[config.mk]
export PLATFORM = sky130hd
export DESIGN_NAME = mod_add_ctrl
export DESIGN_NICKNAME = d
export VERILOG_FILES = /design/src/rtl/mod_arith_pkg.sv /design/src/rtl/mod_add.sv /design/src/rtl/mod_add_ctrl.sv
export SDC_FILE = /design/constraint.sdc
export NUM_CORES = 1
export LEC_CHECK = 0
export ABC_AREA = 1
export BUFFER_PORTS_ARGS = -buffer_cell sky130_fd_sc_hd__buf_2
export CAP_MARGIN = 30
export CORE_MARGIN = 2
export CORE_UTILIZATION = 57
export DETAILED_ROUTE_END_ITERATION = 10
export PLACE_DENSITY_LB_ADDON = 0.3
export SYNTH_ARGS = -nofsm -noshare
export SYNTH_HDL_FRONTEND = slang
export SYNTH_SLANG_ARGS = --single-unit
[constraint.sdc]
create_clock -name clk_i -period 3.9 [get_ports clk_i]
set_input_delay 0.39 -clock clk_i [delete_from_list [all_inputs] [get_ports clk_i]]
set_output_delay 0.39 -clock clk_i [all_outputs]
set_load 0.02 [all_outputs]
[src/rtl/mod_arith_pkg.sv]
// Shared widths, coefficient type and sequencer states for the modular arithmetic blocks.
package mod_arith_pkg;

    localparam int COEF_W = 23;
    localparam int OPW_W  = 24;

    typedef logic [COEF_W-1:0] coef_t;

    typedef enum logic [1:0] {
        IDLE,
        RUN,
        DRAIN,
        DONE
    } ctrl_state_e;

endpackage

[src/rtl/mod_add.sv]
// Combinational modular adder: c = (a + b) mod q, valid when a < q and b < q.
module mod_add
    import mod_arith_pkg::*;
(
    input  logic [OPW_W-1:0] a_i,
    input  logic [OPW_W-1:0] b_i,
    input  coef_t            q_i,
    output coef_t            c_o
);

    logic [OPW_W:0] sumFull;
    logic [OPW_W:0] sumReduced;
    logic [OPW_W:0] qExt;
    logic           unusedBits;

    assign qExt       = (OPW_W+1)'(q_i);
    assign sumFull    = (OPW_W+1)'(a_i) + (OPW_W+1)'(b_i);
    assign sumReduced = sumFull - qExt;

    // With both operands below q the sum is below 2q, so one subtraction suffices.
    assign c_o = (sumFull >= qExt) ? sumReduced[COEF_W-1:0] : sumFull[COEF_W-1:0];

    assign unusedBits = ^{sumFull[OPW_W:COEF_W], sumReduced[OPW_W:COEF_W]};

endmodule

[src/rtl/mod_add_ctrl.sv]
// Sequencer for coefficient-wise modular add of memories A and B into C.
// Optional macro MOD_SUB_EN: op_i=1 latched at start selects (a - b) mod q.
module mod_add_ctrl #(
    parameter int N_COEF = 256,
    parameter int ADDR_W = 8,
    parameter int COEF_W = 23
) (
    input  logic              clk_i,
    input  logic              rst_i,
    input  logic              start_i,
    input  logic [COEF_W-1:0] q_i,
    input  logic              op_i,
    output logic              busy_o,
    output logic              done_o,
    output logic              err_o,
    output logic              rd_en_o,
    output logic [ADDR_W-1:0] rd_addr_o,
    input  logic [COEF_W-1:0] a_data_i,
    input  logic [COEF_W-1:0] b_data_i,
    output logic              wr_en_o,
    output logic [ADDR_W-1:0] wr_addr_o,
    output logic [COEF_W-1:0] wr_data_o
);

    import mod_arith_pkg::*;

    localparam logic [ADDR_W-1:0] LAST_ADDR = ADDR_W'(N_COEF - 1);

    ctrl_state_e       state_q, state_d;
    logic [COEF_W-1:0] modQ_q, modQ_d;
    logic              op_q, op_d;
    logic              busy_q, busy_d;
    logic              done_q, done_d;
    logic              err_q, err_d;
    logic              rdEn_q, rdEn_d;
    logic [ADDR_W-1:0] rdAddr_q, rdAddr_d;
    logic              rdVld_q, rdVld_d;
    logic [ADDR_W-1:0] rdAddrPipe_q, rdAddrPipe_d;
    logic              wrEn_q, wrEn_d;
    logic [ADDR_W-1:0] wrAddr_q, wrAddr_d;
    logic [COEF_W-1:0] wrData_q, wrData_d;

    logic [COEF_W-1:0] operandB;
    logic [OPW_W-1:0]  addA;
    logic [OPW_W-1:0]  addB;
    logic [COEF_W-1:0] addC;

`ifdef MOD_SUB_EN
    // Subtraction reuses the adder by presenting the additive inverse of b.
    always_comb begin
        operandB = b_data_i;
        if (op_q && (b_data_i != '0)) begin
            operandB = modQ_q - b_data_i;
        end
    end
`else
    logic unusedOp;

    assign operandB = b_data_i;
    assign unusedOp = op_q;
`endif

    assign addA = OPW_W'(a_data_i);
    assign addB = OPW_W'(operandB);

    mod_add u_mod_add (
        .a_i (addA),
        .b_i (addB),
        .q_i (modQ_q),
        .c_o (addC)
    );

    always_ff @(posedge clk_i) begin
        if (rst_i) begin
            state_q      <= IDLE;
            modQ_q       <= '0;
            op_q         <= 1'b0;
            busy_q       <= 1'b0;
            done_q       <= 1'b0;
            err_q        <= 1'b0;
            rdEn_q       <= 1'b0;
            rdAddr_q     <= '0;
            rdVld_q      <= 1'b0;
            rdAddrPipe_q <= '0;
            wrEn_q       <= 1'b0;
            wrAddr_q     <= '0;
            wrData_q     <= '0;
        end else begin
            state_q      <= state_d;
            modQ_q       <= modQ_d;
            op_q         <= op_d;
            busy_q       <= busy_d;
            done_q       <= done_d;
            err_q        <= err_d;
            rdEn_q       <= rdEn_d;
            rdAddr_q     <= rdAddr_d;
            rdVld_q      <= rdVld_d;
            rdAddrPipe_q <= rdAddrPipe_d;
            wrEn_q       <= wrEn_d;
            wrAddr_q     <= wrAddr_d;
            wrData_q     <= wrData_d;
        end
    end

    always_comb begin
        state_d      = state_q;
        modQ_d       = modQ_q;
        op_d         = op_q;
        busy_d       = 1'b0;
        done_d       = 1'b0;
        err_d        = 1'b0;
        rdEn_d       = 1'b0;
        rdAddr_d     = rdAddr_q;
        rdVld_d      = rdEn_q;
        rdAddrPipe_d = rdAddr_q;
        wrEn_d       = rdVld_q;
        wrAddr_d     = wrAddr_q;
        wrData_d     = wrData_q;

        // Memory data for the address issued last cycle is present now.
        if (rdVld_q) begin
            wrAddr_d = rdAddrPipe_q;
            wrData_d = addC;
        end

        unique case (state_q)
            IDLE: begin
                if (start_i) begin
                    if (q_i != '0) begin
                        state_d  = RUN;
                        modQ_d   = q_i;
                        op_d     = op_i;
                        busy_d   = 1'b1;
                        rdEn_d   = 1'b1;
                        rdAddr_d = '0;
                    end else begin
                        err_d = 1'b1;
                    end
                end
            end
            RUN: begin
                busy_d = 1'b1;
                if (rdAddr_q == LAST_ADDR) begin
                    state_d = DRAIN;
                end else begin
                    rdEn_d   = 1'b1;
                    rdAddr_d = rdAddr_q + 1'b1;
                end
            end
            DRAIN: begin
                // First drain cycle still has a read in flight; the second does not.
                if (rdVld_q) begin
                    busy_d = 1'b1;
                end else begin
                    state_d = DONE;
                    done_d  = 1'b1;
                end
            end
            DONE: begin
                state_d = IDLE;
            end
            default: begin
                state_d = IDLE;
            end
        endcase
    end

    assign busy_o    = busy_q;
    assign done_o    = done_q;
    assign err_o     = err_q;
    assign rd_en_o   = rdEn_q;
    assign rd_addr_o = rdAddr_q;
    assign wr_en_o   = wrEn_q;
    assign wr_addr_o = wrAddr_q;
    assign wr_data_o = wrData_q;

endmodule

**After elaboration in Yosys (flattened, before gate mapping)**

Cells that the tools add are included.

- Register bits: 78
- Input bits: 73
- Output and inout bits: 44
- Logic and storage cells: 54

- $add $sub $neg: 3
- Magnitude comparators: 1
- Eq/ne operators: 9
- Mux-type cells: 18
- Bitwise operators: 3
- Reduce and logical (&&, ||, !) cells: 8

Operator list:

| cell | number |
|---|---|
| $add 23x23->24 | 1 |
| $ge 24x23->1 | 1 |
| $mux 8 | 3 |
| $mux 23 | 1 |
| $reduce_bool 23->1 | 1 |
| $sub 23x23->23 | 1 |
| $pmux 8 s2 | 1 |
| $ne 2x2->1 const B | 5 |
| $add 8x1->8 const B | 1 |
| $eq 8x8->1 const B | 1 |
| $mux 2 | 4 |
| $pmux 2 s4 | 1 |
| $reduce_and 4->1 | 2 |
| $mux 1 | 6 |
| $eq 2x2->1 const B | 2 |
| $not 1->1 | 3 |
| $pmux 1 s3 | 1 |
| $reduce_and 3->1 | 1 |
| $reduce_or 3->1 | 1 |
| $eq 2x1->1 const B | 1 |
| $logic_not 2->1 | 1 |
| $pmux 1 s2 | 1 |
| $reduce_bool 2->1 | 1 |
| $reduce_or 2->1 | 1 |

**Depth between registers and ports, before layout**

Gate-level depths: netlist (run 1).

- Depth after elaboration: 4
- Depth in mapped cells: 28
- Depth with buffers taken out: 27

**By module**

From an unflattened synthesis (run 1), not the netlist that was laid out.

- Cell total of the unflattened synthesis: 1,061
- Area, all modules: 6,558.8 µm²

Modules (own cells, without submodules):

| module | instances | cells each | area an instance (µm²) | seq. area each (µm²) |
|---|---|---|---|---|
| mod_add | 1 | 664 | 3,545.9 | 0.0 |
| mod_add_ctrl | 1 | 397 | 3,012.9 | 1,561.5 |

**Least setup slack after synthesis (run 1)**

OpenSTA, ideal clock, no wires.

- Kind: input port to flip-flop
- Start: in a_data_i[0]
- End: reg wrData_q[4], in the netlist wr_data_o[4]
- Setup time: 0.114 ns
- Arrival: 3.222 ns
- Required time: 3.786 ns
- Setup slack: 0.564 ns
- Stages on the path: 27
- Path buffers: 1
- Path through: ha_1 > fa_1 > nand2_1 > nand2_1 > o21ai_0 > inv_1 > nand2_1 > nand2_1 > nand2_1 > nand2_1 > xor2_1 > inv_1 > ha_1 > nand2_1 > inv_1 > nand2_1 > nor2_4 > nand3_2 > nand4_1 > nand2_1 > nand2_2 > nand2_4 > nand2_4 > buf_4 > nand2_1 > nand3_1 > nand2_1

- Longest elaborated chain between the ends: 3
- Elaborated cells on any way between the ends: 4
- Classes of those cells: add/sub (2); order compare (1); mux (1)

Ends and longest elaborated chain:

| item | line | source |
|---|---|---|
| from (decl) | mod_add_ctrl.sv:18 | `input logic [COEF_W-1:0] a_data_i,` |
| $add 23x23->24 (*) | mod_add.sv:17 | `assign sumFull = (OPW_W+1)'(a_i) + (OPW_W+1)'(b_i);` |
| $sub 23x23->23 or $ge 24x23->1 (tied branches) | mod_add.sv:18, mod_add.sv:21 |  |
| $mux 23 (*) | mod_add.sv:21 | `assign c_o = (sumFull >= qExt) ? sumReduced[COEF_W-1:0] : sumFull[COEF_W-1:0];` |
| to (signal assigned) | mod_add_ctrl.sv:101 | `wrData_q <= wrData_d;` |
| to (decl) | mod_add_ctrl.sv:41 | `logic [COEF_W-1:0] wrData_q, wrData_d;` |

Every way passes the cells marked *; elsewhere a longest branch is shown, timed or not.
A chain may end at the register's enable or synchronous reset.

**Worst setup path after layout (run 1)**

- Start: in a_data_i[0]
- End: reg wrData_q[1], in the netlist wr_data_o[1]

The elaborated chain is that of the path after synthesis.

==> metrics.csv, run 1 <==
stage,metric,value,unit
outcome,status,completed,
worst_setup_path,crit_family,simple AND/OR/NAND/NOR gates,
routing,post-route-drc-count,0,
routing,wire_per_inst,13.61,um
clock_tree,cts_resized,0,
power_and_ir_drop,power.total,3.806,mW
logic_synthesis,synth_edf_count,0,
cells_and_area,fin_util,0.6843,
sta,finalCritPeriodShare,0.9012,
power_and_ir_drop,irDropWorstVdd,0.0002406,V
worst_setup_path,crit_fanout,10,
logic_synthesis,yosys_warnings,0,
logic_synthesis,synthArstFlopShare,0,
die,ioPinCount,117,
grt,grt_start_max_net_pins,37,
logic_synthesis,synth-compound-area-share,0.1441,
logic_synthesis,syn_area,6042,sq um
logic_synthesis,syn_area_per_cell,6.300,sq um
logic_synthesis,synthMuxAreaShare,0,
worst_setup_path,crit_path_frequent_cell,nand2_1,
logic_synthesis,syn_nets,1085,
worst_setup_path,cp_num_cells,25,
worst_setup_path,r2r_cells,14,
power_and_ir_drop,power.share.switching,0.4752,
logic_synthesis,seq_area_frac_synth,0.2584,
logic_synthesis,yosys.area.top_type,dfxtp_1,
grt,overflow,0,
power_and_ir_drop,p_int,1.997,mW
sta,finClkSkew,0.006669,ns
routing,first_iter_violations,373,
cells_and_area,finalInstanceArea,7064,sq um
die,dieArea,11440,sq um
logic_synthesis,synth_simple_gate_area_frac,0.3235,
cells_and_area,num-nets-final,1214,
clock_tree,root_buffer,clkbuf_8,
logic_synthesis,ys_ff_latch,78,
power_and_ir_drop,p_seq_frac,0.260,
cells_and_area,area_growth,16.92,%
placed_design,hpwl,13600,um
power_and_ir_drop,combPwrFrac,0.599,
clock_tree,clock_sinks,78,
worst_hold_path,hp-class,input port to register,
sta,fmax,284.5,MHz
placed_design,gp_congestion,1.039,
logic_synthesis,synth_most_common_cell,nand2_1,
logic_synthesis,synth_xor_area_frac,0.04784,
logic_synthesis,ys_top_cells_by_area,"dfxtp_1 26%, nand2_1 15%, ha_1 11%",
worst_hold_path,min_path_cells,3,
power_and_ir_drop,p_per_area,538.8,nW/um^2
cells_and_area,layout-drive-gt1-share,0.1538,
placed_design,dpl_cell_area,6900,sq um
sta,finalHoldViolCount,0,
routing,ant_nets,0,
grt,track_usage,0.3012,
logic_synthesis,synth_cell_type_count,35,
worst_setup_path,arrival,3.78,ns
power_and_ir_drop,p_leak,3.868,nW
clock_tree,cts.clk_slew.worst_paths,0.08,ns
worst_setup_path,slowest_delay,0.40,ns
placed_design,port_buffers,115,
worst_setup_path,crit_path_end_kind,register,
routing,dr.pass1.iters,5,
clock_tree,htreeDepth,3,
routing,viasPerCell,5.343,
logic_synthesis,synth_top_area_share,0.2584,
sta,whs,0.3064,ns
logic_synthesis,synth-adder-area-share,0.1122,
worst_setup_path,path_class,input port to register,
logic_synthesis,synth_top_family_by_area,simple AND/OR/NAND/NOR gates,
sta,grt_setup_unrepaired,false,
logic_synthesis,synthesis.instances,959,
grt,grt_pass1_vias,5938,
clock_tree,cts_hold_buf,0,
die,die_h,107.0,um
power_and_ir_drop,switching_power,1.809,mW
die,row_count,37,
logic_synthesis,synth_common_cells,"249 x nand2_1, 157 x inv_1, 86 x nand3_1, 84 x a21oi_1",
die,die_width,107.0,um
sta,tightest_slew,0.9992,ns
power_and_ir_drop,clkPwrFrac,0.142,
sta,slew_headroom,0.3322,
worst_setup_path,cp.required,4.16,ns
sta,min_period,3.515,ns
worst_setup_path,cp_slowest_cell,fa_1,
sta,fin_setup_tns,0,ns
sta,setup_violations,0,
sta,maxSlewViolCount,0,
flow_run,drv_cap,0,
grt,antenna_found_initial,0,
die,design.core.area,10320,sq um
clock_tree,cts_buffers,9,
worst_setup_path,crit_path_start_kind,input port,
routing,vias,6561,
die,start_util,0.5853,
clock_tree,cts_buffer_depth,2,
clock_tree,cts_tree,done,
grt,grt_first_pass_wirelength,27500,um
cells_and_area,n_antenna_cell,0,
clock_tree,clk-insertion-delay-late,0.37,ns
worst_setup_path,worst-path-buf-inv,4,
clock_tree,cts_setup_buffers,0,
logic_synthesis,synth_ff_type,dfxtp_1,
routing,totalWireLength,16720,um
[cells by family (layout without fill, tap and decap cells)]
logic type,Yosys count,in the layout
buf+inv,179,312
fa+ha+maj,53,53
simple gates,457,457
flops,78,78
compound gates,159,159
xor+xnor,33,33
[power groups by stage]
stage / clock network [mW] / logic, mW / registers (mW)
finish: 0.539 / 2.28 / 0.988
global route: 0.583 / 2.56 / 1.00
CTS: 0.551 / 2.25 / 0.987
detailed placement: 0 / 2.24 / 1.01
global placement: 0 / 2.20 / 1.00
floorplan: 0 / 1.56 / 1.07
[placed cells by master (no fill, tap or decap), drive strengths merged, types with 8 or more instances in the layout]
| master | Yosys | routed |
|---|---|---|
| nand2 | 254 | 254 |
| inv | 158 | 158 |
| buf | 11 | 139 |
| nand3 | 87 | 87 |
| a21oi | 85 | 85 |
| nor2 | 81 | 81 |
| dfxtp | 78 | 78 |
| o21ai | 52 | 52 |
| ha | 51 | 51 |
| xor2 | 25 | 25 |
| nand4 | 21 | 21 |
| clkbuf | 10 | 9 |
| nor3 | 8 | 8 |
| xnor2 | 8 | 8 |
| a22o | 8 | 8 |
[flip-flops by register name, indices dropped and copies added (netlist names), 2 cells and up]
signal	flops
wr_addr_o	8
wr_data_o	23
rdAddrPipe_q	8
rd_addr_o	8
modQ_q	23
state_q	2
[metal layers]
metal  wire [um]  vias up  global-route usage
li1            -     3356                   -
met1        7436     2963              0.4043
met2        7764      211              0.5014
met3        1130       31             0.04195
met4         386        0             0.09276
met5           0        -                   0
[final cells by class]
| cell class | instances | area [sq um] |
|---|---|---|
| Clock buffer | 9 | 123.9 |
| Clock inverter | 6 | 40.04 |
| Fill cell | 936 | 3259 |
| Inverter | 158 | 593.1 |
| Multi-Input combinational cell | 702 | 3795 |
| Sequential cell | 78 | 1562 |
| Tap cell | 136 | 170.2 |
| Timing Repair Buffer | 139 | 780.7 |
[path summary, 6_finish.rpt]
path,from,endpoint,slack [ns]
worst min register to register,rdAddrPipe_q[6]$_SDFF_PP0_,wr_addr_o[6]$_SDFFE_PP0P_,0.44
worst min-delay path,start_i,err_o$_SDFF_PP0_,0.31
worst max register to register,modQ_q[0]$_SDFFE_PP0P_,wr_data_o[1]$_SDFFE_PP0P_,1.54
worst max-delay path,a_data_i[0],wr_data_o[1]$_SDFFE_PP0P_,0.39
[worst register-to-register path: stages, from the launching register on]
cell     delay, ns
dfxtp_1       0.37
ha_1          0.20
inv_1         0.06
fa_1          0.43
nand3_1       0.10
nand2_1       0.16
nand3_2       0.13
nand4_1       0.10
nand2_1       0.09
nand2_2       0.07
nand2_4       0.08
buf_4         0.18
nand3_1       0.08
nand3_1       0.15
nand2_1       0.06
[metrics by stage]
step,worst slack [ns],cells
after floorplan,0.5639,959
after global placement,0.1219,1213
after detailed placement,0.06796,1213
after CTS,0.4354,1228
after global routing,0.07593,1228
final,0.3853,1228
Power figures use the tool's default switching activity.
==> inputs of run 2 (changes only) <==
--- a/config.mk
+++ b/config.mk
@@ -8,8 +8,10 @@
 export ABC_AREA = 1
 export BUFFER_PORTS_ARGS = -buffer_cell sky130_fd_sc_hd__buf_2
 export CAP_MARGIN = 30
+export CELL_PAD_IN_SITES_DETAIL_PLACEMENT = 1
+export CELL_PAD_IN_SITES_GLOBAL_PLACEMENT = 1
 export CORE_MARGIN = 2
-export CORE_UTILIZATION = 57
+export CORE_UTILIZATION = 39
 export DETAILED_ROUTE_END_ITERATION = 10
 export PLACE_DENSITY_LB_ADDON = 0.3
 export SYNTH_ARGS = -nofsm -noshare
==> metrics.csv, run 2 (synthesis gave the netlist of run 1 again) <==
stage,metric,value,unit
cells_and_area,layout_common_cells,"249 x nand2_1, 157 x inv_1, 115 x buf_2",
placed_design,dp_slack,-0.08864,ns
sta,setup_violations,0,
die,row_count,45,
cells_and_area,layout_commonest_cell,nand2_1,
die,die_width,128.5,um
cells_and_area,layout-drive-gt1-share,0.1698,
clock_tree,cts_resized,0,
power_and_ir_drop,p_per_area,584.4,nW/um^2
routing,vias,6794,
clock_tree,cts_setup_buffers,0,
power_and_ir_drop,p_leak,3.988,nW
sta,fmax,275.7,MHz
power_and_ir_drop,power.total,4.317,mW
clock_tree,cts.clk_slew.worst_paths,0.06,ns
worst_setup_path,crit_path_end_kind,register,
outcome,status,completed,
worst_setup_path,crit_fanout,4,
routing,wire_per_inst,16.03,um
routing,ant_nets,0,
worst_setup_path,arrival,3.92,ns
grt,grt_first_pass_wirelength,33590,um
grt,grt_start_max_net_pins,46,
die,start_util,0.3989,
flow_run,drv_cap,0,
placed_design,hpwl,16710,um
die,design.core.area,15150,sq um
clock_tree,cts_tree,done,
routing,dr.pass1.iters,4,
cells_and_area,num-nets-final,1228,
clock_tree,cts_buffer_depth,2,
worst_setup_path,cp.required,4.19,ns
sta,finClkSkew,0.008883,ns
die,ioPinCount,117,
sta,finalHoldViolCount,0,
clock_tree,root_buffer,clkbuf_16,
power_and_ir_drop,power.share.switching,0.4582,
power_and_ir_drop,clkPwrFrac,0.205,
worst_setup_path,path_class,input port to register,
worst_hold_path,hp-class,input port to register,
power_and_ir_drop,p_seq_frac,0.230,
cells_and_area,n_antenna_cell,0,
sta,finalCritPeriodShare,0.9299,
die,die_h,128.5,um
power_and_ir_drop,p_int,2.339,mW
clock_tree,cts_buffers,9,
grt,antenna_found_initial,0,
worst_setup_path,crit_path_start_kind,input port,
sta,slew_headroom,0.4089,
die,dieArea,16500,sq um
power_and_ir_drop,combPwrFrac,0.565,
grt,grt_pass1_vias,6968,
routing,viasPerCell,5.246,
clock_tree,clk-insertion-delay-late,0.35,ns
cells_and_area,area_growth,22.26,%
sta,tightest_slew,0.8857,ns
grt,overflow,0,
clock_tree,cts_hold_buf,0,
clock_tree,htreeDepth,3,
sta,fin_ws,0.2733,ns
sta,min_period,3.627,ns
grt,track_usage,0.2589,
routing,post-route-drc-count,0,
routing,first_iter_violations,309,
power_and_ir_drop,irDropWorstVdd,0.0003184,V
routing,totalWireLength,20760,um
power_and_ir_drop,switching_power,1.978,mW
placed_design,gp_congestion,0.8915,
sta,maxSlewViolCount,0,
clock_tree,clock_sinks,78,
placed_design,port_buffers,115,
[run 2: metal layers]
layer  part of all wire  GRT usage  routed length, um
met3              0.041    0.04033                842
met2               0.51     0.4687              10520
met4              0.023    0.08856                479
met5                  0          0                  0
met1               0.43     0.3115               8921
[run 2: path summary, 6_finish.rpt]
kind | startpoint | end | slack [ns] | cells past startpoint
setup / recovery | a_data_i[0] | wr_data_o[22]$_SDFFE_PP0P_ | 0.27 | 24
setup reg to reg | modQ_q[0]$_SDFFE_PP0P_ | wr_data_o[18]$_SDFFE_PP0P_ | 1.49 | 14
hold / removal | start_i | err_o$_SDFF_PP0_ | 0.32 | 3
hold reg to reg | rd_en_o$_SDFF_PP0_ | rdVld_q$_SDFF_PP0_ | 0.43 | 2
[run 2: power groups by stage]
| stage | Combinational (mW) | Sequential [mW] | Clock (mW) |
|---|---|---|---|
| floorplan | 1.56 | 1.07 | 0 |
| global placement | 2.31 | 1.00 | 0 |
| detailed placement | 2.38 | 1.01 | 0 |
| CTS | 2.41 | 0.994 | 0.899 |
| global route | 2.75 | 1.01 | 0.931 |
| finish | 2.44 | 0.993 | 0.886 |
[run 2: cell type report]
class,count,area (sq um)
Clock buffer,10,239.0
Clock inverter,6,68.82
Fill cell,2119,7759
Inverter,158,593.1
Multi-Input combinational cell,702,3825
Sequential cell,78,1562
Tap cell,188,235.2
Timing Repair Buffer,153,864.6
[run 2: worst max-delay path, cell delays in order]
cell and delay, ns:
buf_2 0.10, ha_1 0.27, fa_1 0.41, nand2_1 0.11
nand2_1 0.06, o21ai_1 0.14, inv_1 0.09, nand2_1 0.06
nand2_1 0.10, nand4_1 0.13, nand3b_1 0.09, nand2_1 0.18
inv_1 0.07, ha_1 0.29, buf_4 0.13, nand4_1 0.24
nor3_1 0.31, nand3_1 0.14, nand3_1 0.12, xor2_1 0.17
inv_1 0.06, nand2_1 0.06, nand3_1 0.10, nand2_1 0.10
[run 2: stage by stage]
stage	std cells	area, sq um	utilization	hold slack, ns	TNS (ns)
2_1_floorplan	959	6042	-	0.4198	0
6_report	1295	7387	0.4877	0.3209	0
3_3_place_gp	1279	7046	0.4652	0.4090	0
3_5_place_dp	1279	7046	0.4652	0.4213	-0.8291
4_1_cts	1295	7353	0.4855	0.3126	0
5_1_grt	1295	7387	0.4877	0.3587	-0.03245
==> inputs of run 3 (changes only) <==
--- a/config.mk
+++ b/config.mk
@@ -11,7 +11,7 @@
 export CELL_PAD_IN_SITES_DETAIL_PLACEMENT = 1
 export CELL_PAD_IN_SITES_GLOBAL_PLACEMENT = 1
 export CORE_MARGIN = 2
-export CORE_UTILIZATION = 39
+export CORE_UTILIZATION = 35
 export DETAILED_ROUTE_END_ITERATION = 10
 export PLACE_DENSITY_LB_ADDON = 0.3
 export SYNTH_ARGS = -nofsm -noshare
==> constraint.sdc (replaced) <==
create_clock -name clk_i -period 3.3 [get_ports clk_i]
set_input_delay 0.33 -clock clk_i [delete_from_list [all_inputs] [get_ports clk_i]]
set_output_delay 0.33 -clock clk_i [all_outputs]
set_load 0.02 [all_outputs]
==> metrics.csv, run 3 (synthesis gave the netlist of run 1 again) <==
stage,metric,value,unit
die,ioPinCount,117,
die,design.core.area,17060,sq um
clock_tree,clk-insertion-delay-late,0.36,ns
die,die_width,135.4,um
power_and_ir_drop,p_per_area,701.5,nW/um^2
routing,totalWireLength,29410,um
worst_setup_path,cp_slowest_cell,fa_2,
cells_and_area,final_cells,1480,
die,row_count,48,
sta,finalHoldViolCount,0,
sta,fin_ws,-0.09482,ns
worst_hold_path,hp-class,input port to register,
grt,grt_first_pass_wirelength,37550,um
clock_tree,cts_buffer_depth,2,
grt,grt.met1_usage,0.3163,
grt,grt_start_max_net_pins,46,
cells_and_area,fillerInstances,2243,
routing,first_iter_violations,441,
worst_setup_path,cp.required,3.54,ns
sta,tightest_slew,1.023,ns
routing,wire_per_inst,19.87,um
placed_design,port_buffers,115,
clock_tree,cts.clk_slew.worst_paths,0.06,ns
sta,finalCritPeriodShare,1.029,
die,dieArea,18330,sq um
power_and_ir_drop,power.total,6.536,mW
clock_tree,htreeDepth,3,
placed_design,dp_cells,1439,
cells_and_area,num-nets-final,1376,
worst_setup_path,crit_path_end_kind,register,
worst_setup_path,r2r_cells,15,
worst_setup_path,r2r_slack,0.69,ns
die,die_h,135.4,um
grt,grt_pass1_vias,7563,
routing,dr.pass1.iters,4,
cells_and_area,layout_commonest_cell,nand2_1,
cells_and_area,finalInstanceArea,9316,sq um
grt,met2_usage,0.4760,
cells_and_area,layout-drive-gt1-share,0.3602,
clock_tree,root_buffer,clkbuf_16,
placed_design,dpl_cell_area,8040,sq um
clock_tree,cts_tree,done,
sta,finClkSkew,0.005342,ns
flow_run,drv_cap,0,
routing,ant_nets,0,
power_and_ir_drop,p_leak,4.811,nW
worst_setup_path,crit_path_start_kind,input port,
die,start_util,0.3542,
outcome,status,"finished, violations left",
placed_design,gp_congestion,0.9112,
worst_setup_path,arrival,3.63,ns
worst_hold_path,min_path_cells,3,
grt,antenna_found_initial,1,
grt,grt.busiest_layer,met2,
routing,viasPerCell,5.376,
sta,fmax,294.6,MHz
grt,use_met3,0.03853,
sta,slew_headroom,0.3170,
worst_setup_path,crit_fanout,7,
routing,vias,7957,
placed_design,hpwl,18810,um
sta,setup_violations,20,
cells_and_area,n_antenna_cell,0,
worst_setup_path,path_class,input port to register,
clock_tree,cts_buffers,9,
routing,post-route-drc-count,0,
outcome,violations,negative setup slack,
clock_tree,clock_sinks,78,
sta,maxSlewViolCount,0,
cells_and_area,layout_common_cells,"210 x nand2_1, 181 x buf_4, 150 x inv_1",
sta,min_period,3.395,ns
grt,track_usage,0.2631,
cells_and_area,area_growth,54.19,%
worst_setup_path,slowest_delay,0.37,ns
power_and_ir_drop,irDropWorstVdd,0.0002967,V
cells_and_area,fin_util,0.5462,
grt,overflow,0,
[run 3: cell count changes in the layout (fill, tap and decap cells not counted), moves of 12 or more]
cell / change
a21oi_1: -15
a21oi_2: +12
buf_4: +144
ha_1: -25
ha_4: +25
nand2_1: -39
nand2_2: +32
nor2_1: -14
[run 3: layout make-up]
class                   instances  area, sq um  area share
inverters                     158        593.1     0.06366
repair buffers                301         2038      0.2188
clock inverters                 6        93.84     0.01007
clock buffers                  10        229.0     0.02458
multi-input cells             702         4519      0.4851
flip-flops and latches         78         1562      0.1676
well taps                     225        281.5     0.03022
[run 3: stage by stage]
step / hold WS [ns] / setup slack (ns) / setup TNS [ns]
CTS: 0.2721 / 0.006380 / 0
finish: 0.2697 / -0.09482 / -0.5699
floorplan: 0.4198 / 0.02390 / 0
detailed placement: 0.4316 / -0.6134 / -13.47
global route: 0.3073 / -0.2223 / -3.173
global placement: 0.4210 / -0.5362 / -11.46
[run 3: report_power, final]
part / internal, mW / total [mW] / switching (mW)
clock: 0.668 / 1.12 / 0.448
combinational: 1.77 / 4.23 / 2.46
sequential: 1.10 / 1.19 / 0.0865
total: 3.54 / 6.54 / 2.99
[run 3: worst max-delay path, delay by kind of cell]
family,cells,cell delay (ns)
buf+inv,5,0.51
simple gates,18,1.66
compound gates,1,0.10
xor+xnor,1,0.21
fa+ha+maj,3,0.82
[run 3: final timing paths]
check / start / end
min reg2reg: wr_data_o[17]$_SDFFE_PP0P_ / wr_data_o[17]$_SDFFE_PP0P_
max: b_data_i[0] / wr_data_o[3]$_SDFFE_PP0P_
min: q_i[17] / modQ_q[17]$_SDFFE_PP0P_
max reg2reg: modQ_q[0]$_SDFFE_PP0P_ / wr_data_o[14]$_SDFFE_PP0P_
[run 3: what timing repair did]
item | in CTS | in global routing
hold endpoints to repair | 0 | 0
pin swaps | 3 | 48
setup buffers | 3 | 21
gates cloned | 0 | 1
setup endpoints to repair | 23 | 23
gates resized for setup | 20 | 140
hold buffers | 0 | 0
[run 3: layer usage]
metal,wire length [um],vias up
li1,-,3680
met1,11560,3858
met3,1214,127
met5,9,-
met2,14900,290
met4,1728,2
